## config.mk

```make
export PLATFORM = sky130hd
export DESIGN_NAME = mem_access_stage_flat
export DESIGN_NICKNAME = d
export VERILOG_FILES = /design/src/rtl/mem_access_stage_if.sv /design/src/rtl/mem_access_stage.sv /design/src/flat_wrapper.sv
export SDC_FILE = /design/constraint.sdc
export NUM_CORES = 1
export LEC_CHECK = 0
export CAP_MARGIN = 20
export CELL_PAD_IN_SITES_DETAIL_PLACEMENT = 1
export CELL_PAD_IN_SITES_GLOBAL_PLACEMENT = 1
export CORE_AREA = 2 2 155 119
export CTS_CLUSTER_SIZE = 16
export DETAILED_ROUTE_END_ITERATION = 12
export DIE_AREA = 0 0 157 121
export PLACE_DENSITY = 0.84
export SLEW_MARGIN = 20
export SYNTH_ARGS = -nofsm -noshare
export SYNTH_HDL_FRONTEND = slang
export SYNTH_SLANG_ARGS = --single-unit
```

## constraint.sdc

```tcl
create_clock -name clk -period 4.05 [get_ports clk]
set_input_delay 0.81 -clock clk [delete_from_list [all_inputs] [get_ports clk]]
set_output_delay 0.81 -clock clk [all_outputs]
set_load 0.01 [all_outputs]
```

## src/rtl/mem_access_stage_if.sv

```systemverilog
// Data-memory bus between the memory stage (master) and data memory (slave).
// Carries the request side (req/we/addr/wdata/be) and the response side (rvalid/rdata).
interface mem_access_stage_if;
  logic        req;
  logic        we;
  logic [31:0] addr;
  logic [31:0] wdata;
  logic [3:0]  be;
  logic        rvalid;
  logic [31:0] rdata;

  modport master (output req, we, addr, wdata, be, input rvalid, rdata);
  modport slave  (input req, we, addr, wdata, be, output rvalid, rdata);
endinterface

```

## src/rtl/mem_access_stage.sv

```systemverilog
// Memory-stage load/store unit and MEM/WB pipeline register.
// Issues data-memory accesses, aligns load data and stalls upstream while an access is outstanding.
module mem_access_stage #(
  parameter int TIMEOUT_CYCLES = 64,
  parameter int CNT_W          = 7
) (
  input  logic               clk,
  input  logic               reset,
  input  logic               RegWriteM,
  input  logic [1:0]         ResultSrcM,
  input  logic               MemWriteM,
  input  logic               MemReadM,
  input  logic [2:0]         Funct3M,
  input  logic [31:0]        ALUResultM,
  input  logic [31:0]        WriteDataM,
  input  logic [4:0]         RdM,
  input  logic [31:0]        PCPlus4M,
  mem_access_stage_if.master dmem,
  output logic               StallM,
  output logic               MisalignErr,
  output logic               BusErr,
  output logic               RegWriteW,
  output logic [1:0]         ResultSrcW,
  output logic [31:0]        ALUResultW,
  output logic [31:0]        RdataW,
  output logic [4:0]         RdW,
  output logic [31:0]        PCPlus4W
);
  // state | meaning
  // IDLE  | nothing outstanding; an aligned M-stage access is issued combinationally
  // BUSY  | request held on the bus, waiting for rvalid or the timeout
  typedef enum logic {S_IDLE, S_BUSY} state_t;

  state_t           r_state;
  state_t           w_next;
  logic [CNT_W-1:0] r_cnt;
  logic             w_mem_op;
  logic             w_store;
  logic             w_misalign;
  logic             w_timeout;
  logic             w_req;
  logic             w_capture;
  logic [1:0]       w_a;
  logic [1:0]       w_size;
  logic [3:0]       w_be;
  logic [31:0]      w_wdata;
  logic [31:0]      w_load_data;
  logic [7:0]       w_byte;
  logic [15:0]      w_half;

  // A simultaneous read and write is treated as a load.
  assign w_mem_op   = MemReadM | MemWriteM;
  assign w_store    = MemWriteM & ~MemReadM;
  assign w_a        = ALUResultM[1:0];
  assign w_size     = Funct3M[1:0];
  assign w_misalign = w_mem_op & (((w_size == 2'b01) & w_a[0]) |
                                  (w_size[1] & (w_a != 2'b00)));
  assign w_timeout  = (r_cnt == CNT_W'(TIMEOUT_CYCLES - 1));

  always_comb begin
    w_next      = r_state;
    w_req       = 1'b0;
    StallM      = 1'b0;
    MisalignErr = 1'b0;
    BusErr      = 1'b0;
    w_capture   = 1'b0;
    case (r_state)
      S_IDLE: begin
        if (!w_mem_op) begin
          w_capture = 1'b1;
        end else if (w_misalign) begin
          MisalignErr = 1'b1;
        end else begin
          w_req = 1'b1;
          if (dmem.rvalid) begin
            w_capture = 1'b1;
          end else begin
            StallM = 1'b1;
            w_next = S_BUSY;
          end
        end
      end
      S_BUSY: begin
        if (dmem.rvalid) begin
          w_req     = 1'b1;
          w_capture = 1'b1;
          w_next    = S_IDLE;
        end else if (w_timeout) begin
          BusErr = 1'b1;
          w_next = S_IDLE;
        end else begin
          w_req  = 1'b1;
          StallM = 1'b1;
        end
      end
      default: w_next = S_IDLE;
    endcase
    // Keep the bus and pipeline quiet while reset is held.
    if (reset) begin
      w_req       = 1'b0;
      StallM      = 1'b0;
      MisalignErr = 1'b0;
      BusErr      = 1'b0;
    end
  end

  always_ff @(posedge clk) begin
    if (reset) begin
      r_state <= S_IDLE;
      r_cnt   <= '0;
    end else begin
      r_state <= w_next;
      r_cnt   <= (r_state == S_BUSY && w_next == S_BUSY) ? r_cnt + CNT_W'(1) : '0;
    end
  end

  always_comb begin
    w_be    = 4'b1111;
    w_wdata = WriteDataM;
    if (w_store) begin
      case (w_size)
        2'b00: begin
          w_be    = 4'b0001 << w_a;
          w_wdata = {4{WriteDataM[7:0]}};
        end
        2'b01: begin
          w_be    = 4'b0011 << w_a;
          w_wdata = {2{WriteDataM[15:0]}};
        end
        default: ;
      endcase
    end
  end

  assign dmem.req   = w_req;
  assign dmem.we    = w_req & w_store;
  assign dmem.addr  = {ALUResultM[31:2], 2'b00};
  assign dmem.wdata = w_wdata;
  assign dmem.be    = w_be;

  always_comb begin
    w_byte = dmem.rdata[8*w_a +: 8];
    w_half = w_a[1] ? dmem.rdata[31:16] : dmem.rdata[15:0];
    case (w_size)
      2'b00:   w_load_data = Funct3M[2] ? {24'h0, w_byte} : {{24{w_byte[7]}}, w_byte};
      2'b01:   w_load_data = Funct3M[2] ? {16'h0, w_half} : {{16{w_half[15]}}, w_half};
      default: w_load_data = dmem.rdata;
    endcase
  end

  // Stalled, misaligned and timed-out cycles all hand writeback an all-zero bubble.
  always_ff @(posedge clk) begin
    if (reset || !w_capture) begin
      RegWriteW  <= 1'b0;
      ResultSrcW <= 2'b00;
      ALUResultW <= 32'h0;
      RdataW     <= 32'h0;
      RdW        <= 5'd0;
      PCPlus4W   <= 32'h0;
    end else begin
      RegWriteW  <= RegWriteM & (RdM != 5'd0);
      ResultSrcW <= ResultSrcM;
      ALUResultW <= ALUResultM;
      RdataW     <= MemReadM ? w_load_data : 32'h0;
      RdW        <= RdM;
      PCPlus4W   <= PCPlus4M;
    end
  end
endmodule

```

## src/flat_wrapper.sv

```systemverilog
// flat-port wrapper written by rule: the top's interface ports become plain ports
module mem_access_stage_flat 
#(
  parameter int TIMEOUT_CYCLES = 64,
  parameter int CNT_W          = 7
)
  (clk, reset, RegWriteM, ResultSrcM, MemWriteM, MemReadM, Funct3M, ALUResultM, WriteDataM, RdM, PCPlus4M, StallM, MisalignErr, BusErr, RegWriteW, ResultSrcW, ALUResultW, RdataW, RdW, PCPlus4W, dmem_req, dmem_we, dmem_addr, dmem_wdata, dmem_be, dmem_rvalid, dmem_rdata);
  mem_access_stage_if dmem_i ();
  input  logic clk;
  input  logic reset;
  input  logic RegWriteM;
  input  logic [1:0] ResultSrcM;
  input  logic MemWriteM;
  input  logic MemReadM;
  input  logic [2:0] Funct3M;
  input  logic [31:0] ALUResultM;
  input  logic [31:0] WriteDataM;
  input  logic [4:0] RdM;
  input  logic [31:0] PCPlus4M;
  output logic StallM;
  output logic MisalignErr;
  output logic BusErr;
  output logic RegWriteW;
  output logic [1:0] ResultSrcW;
  output logic [31:0] ALUResultW;
  output logic [31:0] RdataW;
  output logic [4:0] RdW;
  output logic [31:0] PCPlus4W;
  output wire logic [$bits(dmem_i.req)-1:0] dmem_req;
  output wire logic [$bits(dmem_i.we)-1:0] dmem_we;
  output wire logic [$bits(dmem_i.addr)-1:0] dmem_addr;
  output wire logic [$bits(dmem_i.wdata)-1:0] dmem_wdata;
  output wire logic [$bits(dmem_i.be)-1:0] dmem_be;
  input wire logic [$bits(dmem_i.rvalid)-1:0] dmem_rvalid;
  input wire logic [$bits(dmem_i.rdata)-1:0] dmem_rdata;
  assign dmem_req = dmem_i.req;
  assign dmem_we = dmem_i.we;
  assign dmem_addr = dmem_i.addr;
  assign dmem_wdata = dmem_i.wdata;
  assign dmem_be = dmem_i.be;
  assign dmem_i.rvalid = dmem_rvalid;
  assign dmem_i.rdata = dmem_rdata;
  mem_access_stage #(.TIMEOUT_CYCLES(TIMEOUT_CYCLES), .CNT_W(CNT_W)) u_core (.clk(clk), .reset(reset), .RegWriteM(RegWriteM), .ResultSrcM(ResultSrcM), .MemWriteM(MemWriteM), .MemReadM(MemReadM), .Funct3M(Funct3M), .ALUResultM(ALUResultM), .WriteDataM(WriteDataM), .RdM(RdM), .PCPlus4M(PCPlus4M), .dmem(dmem_i), .StallM(StallM), .MisalignErr(MisalignErr), .BusErr(BusErr), .RegWriteW(RegWriteW), .ResultSrcW(ResultSrcW), .ALUResultW(ALUResultW), .RdataW(RdataW), .RdW(RdW), .PCPlus4W(PCPlus4W));
endmodule
```

==> reports/results.tsv, run 1 <==
stage	metric	value	unit
outcome	status	finished, final reports clean	
global_routing	grt_max_degree	72	
yosys	synth-compound-area-share	10.3	%
finish	drive_above_1_share	9.51	%
finish	fin_nets	876	
route	avgViaCountPerCell	4.32	
power	ir_drop	162	uV
clock_tree	clkTransAtPathRegs	0.08	ns
yosys	synthAdderAreaFrac	0.281	%
timing	whs	0.460	ns
hold_path	hp-class	register to register	
placed_design	gp_congestion	0.823	
floorplan	core	17400	um2
yosys	synth-edff-count	0	
yosys	synth_flop_cell	dfxtp_1	
clock_tree	insertion_delay	0.36	ns
floorplan	rows	42	
timing	hold_viol	0	
critical_path	r2r_slack	2.31	ns
yosys	ys_async_sr_fraction	0	%
route	drt_iter0_drc	191	
yosys	synth_xor_area_share	0.785	%
yosys	seq_area_frac_synth	50.3	%
critical_path	startpoint_type	input pin	
route	routed_wirelength	16600	um
floorplan	die_area	19000	um2
route	via_count	4224	
clock_tree	cts.path.max_buffers	2	
route	wl_per_cell	17.0	um
yosys	synth_top_family_by_area	simple AND/OR/NAND/NOR gates	
floorplan	die_h	121	um
finish	insertedDiodeCount	0	
timing	fin_skew	0.00747	ns
yosys	yosys.area_share.simple	20.2	%
flow_run	drv_cap	0	
power	switching_power	0.685	mW
power	power	2.59	mW
clock_tree	cts_tree	built	
placed_design	hpwl	13100	um
yosys	yosysUniqueCellTypes	43	
placed_design	place_area	7630	um2
route	route.detailed.drc	0	
yosys	synth_cells	454	
yosys	yosys_warnings	0	
finish	fillers	1897	
global_routing	grt_pass1_vias	4345	
timing	drv_slew	0	
clock_tree	cts.sinks	112	
timing	finalCriticalPeriod	3.91	ns
floorplan	ios	321	
route	drt-pass1-iter-count	4	
floorplan	start_util	25.6	%
finish	seq_area	2240	um2
power	combinationalPowerShare	20.4	%
yosys	synth_area	4460	um2
critical_path	cp_data_required_time	3.24	ns
global_routing	antenna_found_initial	0	
power	power.density	326	nW/um2
placed_design	io_buffers	318	
finish	multi_input_area	1800	um2
power	total_leakage_power	2.96	nW
global_routing	grt.overflow.total	0	
finish	areaGrowthSynthToFinish	78.0	%
power	p_seq_share	44.5	%
global_routing	grt_first_pass_wirelength	24300	um
timing	rsz0062_at_grt	no	
global_routing	grt_usage	17.0	%
critical_path	crit_arrival	3.10	ns
timing	fin_crit_sh	96.6	%
timing	max_freq	0.255	GHz
timing	tightest_slew	0.832	ns
timing	setup_viol	0	
timing	setup_tns	0	ns
yosys	ys_ff_latch	112	
finish	fin_util	45.7	%
floorplan	fp.dieW	157	um
clock_tree	post_cts_resized	2	
power	sw_frac_of_total	26.4	%
clock_tree	postCtsSetupRepairBufs	0	
yosys	synthMuxAreaShare	8.36	%
route	antenna_left	0	
critical_path	path_class	input pin to primary output	
critical_path	endpoint_kind	primary output	
finish	fin_area	7940	um2
clock_tree	ctsHoldBuffers	0	
timing	slew_headroom	44.1	%
clock_tree	numCtsBuffers	9	
yosys	post_synth.cell_area_avg	9.82	um2
clock_tree	clockRootBuffer	clkbuf_16	
clock_tree	htreeDepth	3	
power	p_int	1.91	mW
critical_path	worstPathMaxFanout	2	
power	clock_power_share	35.2	%
## flip-flops by register name, indices dropped and copies added, names as in the netlist
register	count
u_core.ALUResultW	32
u_core.PCPlus4W	32
u_core.RdW	5
u_core.RdataW	32
u_core.RegWriteW	1
u_core.ResultSrcW	2
u_core.r_cnt	7
u_core.r_state	1
## layout by cell type (no fill, tap or decap), types with 2 or more instances in the layout
cell type,instances
a21oi_1,23
a21oi_2,10
a222oi_1,7
a31oi_1,8
and2_1,70
and3_1,3
buf_4,14
clkbuf_16,9
clkdlybuf4s50_1,318
conb_1,2
dfxtp_1,112
inv_1,2
inv_6,2
inv_8,2
mux2_2,24
mux2i_1,8
nand2_1,30
nand2b_1,5
nand3_1,10
nor2_1,19
nor2b_1,9
nor3_1,9
o21ai_0,12
or3_1,2
xnor2_1,3
## per-layer routing
metal | share of wire [%] | up-vias | global-route usage, %
li1 | - | 2045 | -
met1 | 42 | 1958 | 20.2
met2 | 49 | 203 | 29.1
met3 | 7.9 | 18 | 5.61
met4 | 1.7 | 0 | 5.39
met5 | 0 | - | 0
## power groups by stage
stage | clock [mW] | combinational [mW] | sequential [mW]
floorplan | 0 | 0.179 | 1.20
global placement | 0 | 0.524 | 1.18
detailed placement | 0 | 0.530 | 1.18
CTS | 0.951 | 0.534 | 1.15
global route | 0.992 | 0.566 | 1.16
finish | 0.912 | 0.528 | 1.15
## cells by family after synthesis
logic type,count (synthesis)
flops,112
other cells,1
mux,33
simple gates,165
compound gates,69
fa+ha+maj,1
xor+xnor,4
buf+inv,69
## path summary, 6_finish.rpt
| check | endpoint | start | depth (start not counted) |
|---|---|---|---|
| hold reg to reg | u_core.r_cnt[0] | u_core.r_cnt[0] | 1 |
| setup reg to reg | u_core.RegWriteW | u_core.r_state | 5 |
| setup / recovery | StallM | ALUResultM[1] | 6 |
| hold / removal | u_core.r_cnt[0] | u_core.r_cnt[0] | 1 |
## synthesized netlist by cell type, drive strengths merged, types with 2 or more instances
master,n,area [um2]
nor3,11,65.1
nor2,20,77.6
buf,51,367
and3,3,18.8
mux2i,8,80.1
o21ai,13,65.1
nand3,10,50.1
a31oi,8,50.1
mux2,24,270
nand2b,5,31.3
dfxtp,112,2240
clkbuf,16,60.1
or3,2,12.5
nand2,30,113
a222oi,7,70.1
nor2b,9,56.3
inv,2,7.51
and2,70,438
a21oi,33,203
xnor2,3,26.3
## through the flow
| stage | setup WS (ns) | instances |
|---|---|---|
| floorplan | 1.06 | 455 |
| global placement | 0.0879 | 962 |
| detailed placement | -0.0544 | 962 |
| CTS | 0.132 | 978 |
| global route | 0.00794 | 978 |
| finish | 0.136 | 978 |
## layout make-up
type / instances / share of cell area (%)
timing repair buffer: 332 / 41.4
clock buffer: 9 / 2.84
inverter: 2 / 0.0945
clock inverter: 7 / 1.01
multi-input combinational: 274 / 22.6
tap: 242 / 3.81
sequential: 112 / 28.2
## critical path, stage by stage
cell and delay (ns):
clkdlybuf4s50_1 0.43, o21ai_1 0.29, a21oi_1 0.14, or2_2 0.30
a2111oi_1 0.49, clkdlybuf4s50_1 0.65
Note: power is estimated with default switching activity, not from simulation.
==> run 2: changes to the inputs <==
--- a/config.mk
+++ b/config.mk
@@ -9,10 +9,11 @@
 export CELL_PAD_IN_SITES_DETAIL_PLACEMENT = 1
 export CELL_PAD_IN_SITES_GLOBAL_PLACEMENT = 1
 export CORE_AREA = 2 2 155 119
+export CTS_CLUSTER_DIAMETER = 60
 export CTS_CLUSTER_SIZE = 16
 export DETAILED_ROUTE_END_ITERATION = 12
 export DIE_AREA = 0 0 157 121
-export PLACE_DENSITY = 0.84
+export PLACE_DENSITY_LB_ADDON = 0.05
 export SLEW_MARGIN = 20
 export SYNTH_ARGS = -nofsm -noshare
 export SYNTH_HDL_FRONTEND = slang
==> run 2 against run 1 <==
  * Sequential share of layout area about the same
  * Register-to-register slack got worse by 0.10 ns
  * Clock skew rose by 0.0019 ns
  * Non-clock buffer count decreased by 2
  * Combinational power down 1%
  * Via count is 0.43% higher
  * Sequential cell count did not move
  * Design area barely moved
  * Fmax grew 0.77%
  * Hold slack got worse by 0.0025 ns
  * Core utilization about the same
  * Highest routed layer unchanged
==> reports/results.tsv, run 2 (synthesized netlist as in run 1, its figures left out) <==
stage	metric	value	unit
floorplan	start_util	25.6	%
finish	top_regs	u_core.ALUResultW: 32 flops, u_core.PCPlus4W: 32 flops, u_core.RdataW: 32 flops	
route	antenna_left	0	
placed_design	place_area	7620	um2
floorplan	fp.dieW	157	um
timing	drv_slew	0	
timing	hold_viol	0	
timing	finalCriticalPeriod	3.88	ns
finish	areaGrowthSynthToFinish	77.9	%
critical_path	path_class	input pin to primary output	
route	drt-pass1-iter-count	4	
power	ir_drop	214	uV
floorplan	rows	42	
timing	tightest_slew	0.937	ns
global_routing	grt_usage	16.5	%
flow_run	drv_cap	0	
placed_design	gp_congestion	0.784	
floorplan	die_area	19000	um2
timing	setup_viol	0	
critical_path	worstPathMaxFanout	3	
global_routing	grt.overflow.total	0	
timing	max_freq	0.257	GHz
placed_design	io_buffers	318	
critical_path	crit_family	buffers and inverters	
outcome	status	finished, final reports clean	
finish	final_common_cell	clkdlybuf4s50_1	
route	drt_iter0_drc	130	
timing	rsz0062_at_grt	no	
critical_path	path_common_cell	clkdlybuf4s50_1	
route	wl_per_cell	16.5	um
critical_path	worstPathBufferInverterCount	3	
global_routing	grt_max_degree	71	
clock_tree	cts.path.max_buffers	2	
clock_tree	cts_tree	built	
global_routing	grt_first_pass_wirelength	24400	um
critical_path	crit_arrival	3.07	ns
floorplan	ios	321	
timing	whs	0.458	ns
critical_path	slowest_stage	clkdlybuf4s50_1	
finish	fin_util	45.6	%
route	via_count	4242	
clock_tree	postCtsSetupRepairBufs	0	
route	avgViaCountPerCell	4.35	
timing	fin_skew	0.00939	ns
global_routing	antenna_found_initial	0	
global_routing	grt_pass1_vias	4585	
finish	fin_nets	874	
timing	slew_headroom	37.1	%
floorplan	core	17400	um2
critical_path	cp_data_required_time	3.24	ns
route	routed_wirelength	16100	um
finish	fin_area	7930	um2
clock_tree	cts.sinks	112	
critical_path	startpoint_type	input pin	
power	total_leakage_power	2.95	nW
finish	most-common-layout-cells	clkdlybuf4s50_1, dfxtp_1, and2_1, nand2_1, mux2_2	
clock_tree	htreeDepth	3	
critical_path	cp_slowest_stage_delay	0.62	ns
clock_tree	clkTransAtPathRegs	0.08	ns
timing	fin_crit_sh	95.9	%
clock_tree	clockRootBuffer	clkbuf_16	
finish	insertedDiodeCount	0	
hold_path	hp-class	register to register	
critical_path	endpoint_kind	primary output	
route	route.detailed.drc	0	
clock_tree	insertion_delay	0.35	ns
placed_design	hpwl	12700	um
power	power.density	325	nW/um2
critical_path	timing.critical_path.cells	clkdlybuf4s50_1, o21ai_0, buf_4, a21oi_1, or2_2, a2111oi_2, clkdlybuf4s50_1	
clock_tree	numCtsBuffers	9	
finish	fillers	1925	
floorplan	die_h	121	um
finish	drive_above_1_share	9.54	%
-- run 2: area by class of cell --
cell class	count	area (um2)	area share (%)
Clock buffer	9	225	2.84
Sequential cell	112	2240	28.3
Timing Repair Buffer	330	3270	41.3
Tap cell	242	303	3.82
Multi-Input combinational cell	274	1800	22.7
Clock inverter	7	80.1	1.01
Inverter	2	7.51	0.0946
-- run 2: worst paths after layout --
kind,slack (ns),start,end,cells after the start
max,0.17,ALUResultM[0],StallM,7
min,0.46,u_core.r_cnt[0],u_core.r_cnt[0],1
max reg2reg,2.21,u_core.r_state,u_core.RegWriteW,5
min reg2reg,0.46,u_core.r_cnt[0],u_core.r_cnt[0],1
-- run 2: power breakdown --
part	leakage [nW]	internal (mW)	switching, mW
sequential	0.913	1.14	0.0115
combinational	1.89	0.319	0.203
clock	0.146	0.445	0.460
-- run 2: stage by stage --
step	setup WS [ns]	setup TNS [ns]	instances	power, mW
finish	0.166	0	976	2.58
global route	0.0426	0	976	2.71
CTS	0.0103	0	976	2.63
detailed placement	-0.0398	-0.0398	960	1.70
global placement	0.00325	0	960	1.70
floorplan	1.06	0	455	1.38
-- run 2: repair_timing --
item                                    4_1_cts  5_1_grt
gates cloned                                  0        0
endpoints found under the setup margin        1        1
hold buffers                                  0        0
gates resized for setup                       1        1
-- run 2: layer usage --
layer  global-route usage [%]  vias up  routed length, um
met5                        0        -                  0
met4                     3.56        0                200
met3                     5.14       16               1220
met2                     30.5      169               8350
met1                     18.5     2012               6350
li1                         -     2045                  -
==> run 3: changes to the inputs <==
--- a/config.mk
+++ b/config.mk
@@ -13,6 +13,7 @@
 export CTS_CLUSTER_SIZE = 16
 export DETAILED_ROUTE_END_ITERATION = 12
 export DIE_AREA = 0 0 157 121
+export GPL_TIMING_DRIVEN = 0
 export PLACE_DENSITY_LB_ADDON = 0.05
 export SLEW_MARGIN = 20
 export SYNTH_ARGS = -nofsm -noshare
==> run 3 against run 2 <==
  * Power increased by 4.0%
  * Clock power up 7.5%
  * Largest cell class unchanged
  * Count of clock-buffer cells in the layout unchanged
  * Critical path type unchanged
  * Core utilization grew 2.1 points
  * Clock skew up 0.0057 ns
  * Register-to-register slack worse by 0.18 ns
==> reports/results.tsv, run 3 (synthesized netlist as in run 1, its figures left out) <==
stage	metric	value	unit
floorplan	core	17400	um2
global_routing	grt.overflow.total	0	
global_routing	antenna_found_initial	1	
critical_path	slowest_stage	nor3_2	
timing	fin_crit_sh	95.9	%
timing	whs	0.457	ns
critical_path	crit_arrival	3.08	ns
clock_tree	htreeDepth	3	
clock_tree	cts.sinks	112	
floorplan	fp.dieW	157	um
timing	drv_slew	0	
hold_path	holdPathEnd	u_core.r_cnt[0]	
timing	setup_viol	0	
placed_design	hpwl	13800	um
hold_path	hp-class	register to register	
timing	fin_skew	0.0151	ns
finish	fin_nets	930	
timing	hold_viol	0	
global_routing	grt_first_pass_wirelength	25900	um
timing	finalCriticalPeriod	3.89	ns
finish	most-common-layout-cells	clkdlybuf4s50_1, dfxtp_1, and2_1, buf_4, nand2_1	
finish	final_common_cell	clkdlybuf4s50_1	
power	total_leakage_power	3.17	nW
placed_design	placed_cells	1014	
timing	fin_ws	0.165	ns
critical_path	cp_data_required_time	3.24	ns
floorplan	die_h	121	um
critical_path	timing.critical_path.cells	clkdlybuf4s50_1, nand2b_1, nor3_2, mux2_2, clkdlybuf4s50_1	
critical_path	r2r_slack	2.03	ns
route	avgViaCountPerCell	4.36	
route	route.detailed.drc	0	
floorplan	die_area	19000	um2
route	via_count	4500	
route	wl_per_cell	16.5	um
hold_path	worstHoldStart	u_core.r_cnt[0]	
hold_path	hold_depth	1	
critical_path	ff2ff_path_depth	5	
critical_path	worstPathMaxFanout	8	
route	antenna_left	0	
clock_tree	cts.path.max_buffers	2	
global_routing	grt_usage	17.7	%
critical_path	endpoint_kind	primary output	
timing	tightest_slew	0.870	ns
critical_path	startpoint_type	input pin	
global_routing	grt_max_degree	23	
critical_path	cp_slowest_stage_delay	0.62	ns
placed_design	dp_worst_setup_slack	-0.266	ns
clock_tree	cts_tree	built	
timing	setup_tns	0	ns
placed_design	gp_congestion	0.753	
finish	areaGrowthSynthToFinish	86.1	%
power	power.density	323	nW/um2
floorplan	ios	321	
placed_design	io_buffers	317	
flow_run	drv_cap	0	
critical_path	path_common_cell	clkdlybuf4s50_1	
finish	drive_above_1_share	14.1	%
outcome	status	finished, final reports clean	
global_routing	grt_pass1_vias	4715	
floorplan	rows	42	
critical_path	path_class	input pin to primary output	
timing	slew_headroom	41.6	%
clock_tree	insertion_delay	0.36	ns
clock_tree	numCtsBuffers	9	
route	drt_iter0_drc	138	
route	drt-pass1-iter-count	6	
critical_path	r2r-start	u_core.r_state	
power	ir_drop	217	uV
clock_tree	clkTransAtPathRegs	0.08	ns
route	routed_wirelength	17100	um
finish	finalNonFillerCells	1033	
critical_path	r2r-end	u_core.ALUResultW[0]	
finish	fillers	1942	
timing	max_freq	0.257	GHz
finish	top_regs	u_core.ALUResultW: 32 flops, u_core.PCPlus4W: 32 flops, u_core.RdataW: 32 flops	
floorplan	start_util	25.6	%
clock_tree	clockRootBuffer	clkbuf_16	
-- run 3: per-layer routing --
layer  global-route usage, %  vias to the layer above  routed length (um)
met5                       0                        -                   0
met4                    5.10                        0                 336
met3                    5.61                       22                1340
met2                    30.5                      186                8400
met1                    21.0                     2128                6990
li1                        -                     2164                   -
-- run 3: worst max path at each step --
stage                        from  slack, ns  cells after the start        endpoint
CTS                    Funct3M[1]       0.02                      6      dmem_be[3]
detailed placement     Funct3M[1]      -0.27                      7  dmem_wdata[28]
global placement       Funct3M[1]      -0.19                      7  dmem_wdata[26]
floorplan           ALUResultM[0]       1.06                      5          StallM
finish                   MemReadM       0.16                      5   dmem_wdata[9]
global route             MemReadM    -0.0003                      5   dmem_wdata[9]
-- run 3: critical path: cells and delay by family --
family                 cells  cell delay (ns)
buffers and inverters      2             0.95
multiplexers               1             0.41
AND/OR/NAND/NOR            2             0.89
-- run 3: what timing repair did --
item,4_1_cts,5_1_grt
buffers inserted,0,2
gates resized for setup,4,3
endpoints found under the hold margin,0,0
endpoints found under the setup margin,13,13
pin swaps,0,1
hold buffers,0,0
-- run 3: area by class of cell --
type,count,area (um2),area share (%)
clock inverters,7,103,1.24
repair buffers,319,3190,38.4
well taps,242,303,3.65
diodes,1,2.50,0.0302
flip-flops and latches,112,2240,27.0
plain buffers,67,429,5.17
multi-input cells,274,1800,21.7
clock buffers,9,225,2.71
inverters,2,7.51,0.0905
-- run 3: per-stage QoR --
| stage | util (%) | power [mW] | cell area, um2 |
|---|---|---|---|
| floorplan | - | 1.38 | 4460 |
| global placement | 45.6 | 1.73 | 7940 |
| detailed placement | 45.6 | 1.74 | 7940 |
| CTS | 47.6 | 2.72 | 8280 |
| global route | 47.7 | 2.81 | 8300 |
| finish | 47.7 | 2.68 | 8300 |
-- run 3: report_power, final --
part	total, mW	internal [mW]	switching [mW]	leakage, nW
clock	0.973	0.508	0.465	0.160
combinational	0.557	0.344	0.214	2.10
sequential	1.15	1.14	0.0110	0.913
